### config.mk
export PLATFORM = sky130hd
export DESIGN_NAME = result_writeback_unit
export DESIGN_NICKNAME = d
export VERILOG_FILES = /design/src/rtl/roxxon_pkg.sv /design/src/rtl/wb_addr_ctr.sv /design/src/rtl/result_writeback_unit.sv
export SDC_FILE = /design/constraint.sdc
export NUM_CORES = 1
export LEC_CHECK = 0
export ABC_AREA = 1
export CAP_MARGIN = 20
export CORE_MARGIN = 8
export CORE_UTILIZATION = 35
export DETAILED_ROUTE_END_ITERATION = 8
export GPL_TIMING_DRIVEN = 1
export PLACE_DENSITY_LB_ADDON = 0.3
export SLEW_MARGIN = 20
export SYNTH_ARGS = -nofsm -noshare
export SYNTH_HDL_FRONTEND = slang
export SYNTH_HIERARCHICAL = 1
export SYNTH_SLANG_ARGS = --single-unit
### constraint.sdc
create_clock -name CLK -period 3.2 [get_ports CLK]
set_clock_uncertainty 0.15 [all_clocks]
set_input_delay 0.48 -clock CLK [delete_from_list [all_inputs] [get_ports CLK]]
set_output_delay 0.48 -clock CLK [all_outputs]
set_load 0.03 [all_outputs]
### src/rtl/roxxon_pkg.sv
// Shared types and constants for the result write-back path and the
// address counter it shares with the fetch side.
package roxxon_pkg;

   typedef logic [31:0] word_t;

   typedef enum logic [1:0] {
      IDLE = 2'd0,
      SEND = 2'd1,
      FIN  = 2'd2
   } wb_state_e;

   localparam int WORD_BYTES = 4;

endpackage

### src/rtl/wb_addr_ctr.sv
// Word-aligned byte pointer with load-to-base, fixed-stride increment and
// wrap inside a region of REGN words starting at ADDR.
module wb_addr_ctr
   import roxxon_pkg::*;
#(
   parameter int          N    = 2,
   parameter logic [31:0] ADDR = 32'h0000_0000,
   parameter int          REGN = 512
) (
   input  logic        CLK,
   input  logic        RSTN,
   input  logic        LOAD,
   input  logic        INC,
   output logic [31:0] PTR
);

   localparam logic [31:0] STEP  = 32'(WORD_BYTES * N);
   localparam logic [31:0] LIMIT = ADDR + 32'(WORD_BYTES * REGN);

   logic [31:0] ptr_nxt;

   // REGN is a multiple of N, so the stride lands exactly on LIMIT
   assign ptr_nxt = PTR + STEP;

   // Load has priority over increment; wrap back to the base at region end
   always_ff @(posedge CLK or negedge RSTN) begin
      if (!RSTN)          PTR <= ADDR;
      else if (LOAD)      PTR <= ADDR;
      else if (INC)       PTR <= (ptr_nxt == LIMIT) ? ADDR : ptr_nxt;
   end

endmodule

### src/rtl/result_writeback_unit.sv
// Captures an NxN result matrix and streams it out one N-word row per
// valid/ready beat at an auto-incrementing byte address, then pulses DONE.
module result_writeback_unit
   import roxxon_pkg::*;
#(
   parameter int          N    = 2,
   parameter logic [31:0] ADDR = 32'h0000_0000,
   parameter int          REGN = 512
) (
   input  logic                          CLK,
   input  logic                          RSTN,
   input  logic                          RES_VALID,
   output logic                          RES_READY,
   input  logic [N-1:0][N-1:0][31:0]     RES_MAT,
   input  logic                          CLR,
   output logic                          WR_VALID,
   input  logic                          WR_READY,
   output logic [31:0]                   WR_ADDR,
   output logic [N-1:0][31:0]            WR_ROW,
   output logic [$clog2(N)-1:0]          SEQ_R,
   output logic                          DONE
);

   localparam int RW = $clog2(N);
   localparam logic [RW-1:0] LAST_ROW = RW'(N - 1);

   wb_state_e             state;
   logic [RW-1:0]         row;
   word_t [N-1:0][N-1:0]  mat_q;
   logic                  res_ready_q;
   logic                  wr_valid_q;
   logic                  done_q;
   logic                  ptr_load;
   logic                  ptr_inc;

   // CLR only matters in IDLE; a beat advances the pointer when accepted
   assign ptr_load = (state == IDLE) && CLR;
   assign ptr_inc  = wr_valid_q && WR_READY;

   wb_addr_ctr #(
      .N    (N),
      .ADDR (ADDR),
      .REGN (REGN)
   ) u_addr_ctr (
      .CLK  (CLK),
      .RSTN (RSTN),
      .LOAD (ptr_load),
      .INC  (ptr_inc),
      .PTR  (WR_ADDR)
   );

   // Control FSM and row buffer; handshake outputs are registered so
   // WR_READY never reaches WR_VALID combinationally
   always_ff @(posedge CLK or negedge RSTN) begin
      if (!RSTN) begin
         state       <= IDLE;
         row         <= '0;
         mat_q       <= '0;
         res_ready_q <= 1'b1;
         wr_valid_q  <= 1'b0;
         done_q      <= 1'b0;
      end else begin
         done_q <= 1'b0;
         case (state)
            IDLE: begin
               if (RES_VALID) begin
                  mat_q       <= RES_MAT;
                  row         <= '0;
                  state       <= SEND;
                  res_ready_q <= 1'b0;
                  wr_valid_q  <= 1'b1;
               end
            end
            SEND: begin
               if (WR_READY) begin
                  if (row == LAST_ROW) begin
                     state      <= FIN;
                     wr_valid_q <= 1'b0;
                     done_q     <= 1'b1;
                  end else begin
                     row <= row + RW'(1);
                  end
               end
            end
            FIN: begin
               state       <= IDLE;
               row         <= '0;
               res_ready_q <= 1'b1;
            end
            default: begin
               state       <= IDLE;
               row         <= '0;
               res_ready_q <= 1'b1;
               wr_valid_q  <= 1'b0;
            end
         endcase
      end
   end

   assign RES_READY = res_ready_q;
   assign WR_VALID  = wr_valid_q;
   assign DONE      = done_q;
   assign WR_ROW    = mat_q[row];
   assign SEQ_R     = row;

endmodule

==> metrics.txt <==
status=finished clean; Crit path largest cell delay=0.67 ns; Leak=5.55 nW; total global routing overflow=0; Slew @ Worst Pin=0.587 ns; Seq cells post-synth=163; RSZ-0062 raised after global routing=no; Sink Count=~160; Die ar.=0.0276 mm²; starting DRC count in detailed routing=~490; Gate Count Post-Synth=1111; clk_lat worst skew=around 0.42 ns; share of cells above drive strength 1=4.56%; Critical Path Slowest Stage Cell=clkdlybuf4s50_1; Yosys top cell by area=dfrtp_1; Core Area=0.0224 mm²; Hold Fails Final Rpt=0; Total Routed Length=24700 µm; die width=around 170 µm; launch point of the worst path=SEQ_R; Min-Delay Endpoint=mat_q[19]; synth warn=6; Max-Cap Viols=0; Root Driver=clkbuf_16; Clock Tree Buf Depth=2; starting density of the core=35.2%; crit-path max FO=25; IO Port Bufs=229; post_cts resized=0; chip height=166 µm; crit path kind=reg2out; drt first pass iters=5; Hold-fix buffers, CTS=1; number of fill cells in the layout=between 2000 and 2500; via count=7523; Crit path top cell by count=nand2_1; first-pass GRT wire length=39900 µm; Num CTS Buffers=17; post-synth top area share=51.3%; Setup crit end kind=output port; H-Tree Depth=4; Peak VDD IR=0.000550 V; number of I/O pins=233; most frequent cells in the layout=nand2_1, clkdlybuf4s50_1, dfrtp_1; Placer Congestion=0.949; Max Freq=337 MHz; crit path cell chain=inv_2 -> buf_4 -> nand2_1 -> nand2_1 -> clkdlybuf4s50_1; Final Cycle Share=92.8%; crit path time final=2.97 ns; Seq/Total Area, Yosys=51.6%; hold path startpoint=mat_q[19]; Via density=~4.6; DRC=0; final net count=1459; power per cell area=934 mW/mm²; arrival time at the worst endpoint=2.34 ns; pin count of the biggest net entering global routing=130; area grow syn2layout=40.2%; num rows=between 50 and 60; Total GRT Usage=17.9%; Post-CTS Setup Bufs=0; top cells by area, synth=dfrtp_1, nand2_1, nor2_1; R2R depth=14; Critical R2R Capture=u_addr_ctr/PTR[11]; initial antenna violation count=4; Worst R2R Setup Slack=0.98 ns; Post-DRT Antenna Nets=0; Reg clk slew, reported paths=0.07 ns; WHS Path Cells=2; count of different cell masters after synthesis=23; leading cell type in the layout, fill and taps excluded=nand2_1; syn_area_per_cell=7.11 µm²; Final setup viols=0; vias in the first global route=7575; CTS tree=done; drt wl/cell=15.2 µm; max_slew headroom=60.9%; worst r2r src=u_addr_ctr/PTR[3]; setup_tns=0 ns; Post-Syn Area=0.00790 mm²; Startpoint Class=register; CP required=between 2 and 3 ns; Slew Viols, Final=0; HPWL after detailed placement=17600 µm; Hold Crit Class=reg2reg; final hold slack=0.330 ns
## cells by family after synthesis
kind of cell,synth area share (%)
AO/OA/AOI/OAI,2.20
adder cells (fa/ha/maj),0.158
buffers and inverters,5.86
AND/OR/NAND/NOR,39.6
flip-flops,51.6
XOR/XNOR,0.554
other,0.0475
## area by class of cell
type                            count  area (µm²)  share of cell area (%)
Multi-Input combinational cell    849        3370                    30.4
Clock buffer                       18         429                    3.87
Sequential cell                   163        4080                    36.8
Inverter                           52         198                    1.78
Timing Repair Buffer              242        2470                    22.3
Antenna cell                        2        5.00                  0.0452
Clock inverter                     14         168                    1.51
Tap cell                          285         357                    3.22
## per-stage QoR
step | total power, mW | util [%] | setup WS [ns] | instances | instance area [µm²]
detailed placement | 8.33 | 46.7 | 0.647 | 1590 | 10500
floorplan | 6.29 | - | 1.11 | 1113 | 7910
global placement | 8.28 | 46.7 | 0.640 | 1590 | 10500
finish | 10.3 | 49.4 | 0.230 | 1625 | 11100
CTS | 10.5 | 49.4 | 0.184 | 1623 | 11100
global route | 11.1 | 49.4 | 0.0571 | 1625 | 11100
## how the worst max path moves through the flow
stage                               to  slack (ns)  cells past startpoint
floorplan           u_addr_ctr/PTR[11]        1.11                     14
global placement            WR_ROW[52]        0.64                      5
detailed placement          WR_ROW[52]        0.65                      5
CTS                         WR_ROW[54]        0.18                      5
global route                WR_ROW[56]        0.06                      5
finish                      WR_ROW[54]        0.23                      5
## state kept, by name, summed over array words and instances (netlist names)
signal	cells
u_addr_ctr/PTR	29
SEQ_R	1
DONE	1
mat_q	128
WR_VALID	1
RES_READY	1
state	2
## power by group
group / internal [mW] / switching, mW / leakage [nW]
logic: 1.85 / 3.04 / 3.19
clock network: 1.18 / 0.904 / 0.292
registers: 2.87 / 0.501 / 2.07
total: 5.91 / 4.44 / 5.55
## worst max-delay path: cells and delay by family, from the launching register on
family,cells,cell delay (ns)
buf+inv,3,1.35
flops,1,0.43
simple gates,2,0.13
## per-layer routing
layer,share of wire [%],track usage (%),vias to the layer above
li1,-,-,3763
met3,9.2,7.06,25
met4,1.5,4.70,4
met5,0.11,0,-
met2,48,29.4,251
met1,41,21.7,3480
## Yosys cell counts
library cell  instances
nor3b_1               1
nand3b_1              1
o21ai_0              26
dfstp_2               1
o22ai_1               7
clkbuf_1              8
nand2_2               5
nand4_1               2
conb_1                1
nand3_1              25
buf_4                15
nand2_1             713
ha_1                  1
buf_1                 4
nor2_4                4
dfrtp_1             162
inv_2                 1
clkinv_1              1
buf_2                22
nor2_1               52
inv_1                50
xor2_1                5
nor2_2                4
No activity file was read; power rests on OpenSTA's default activity.
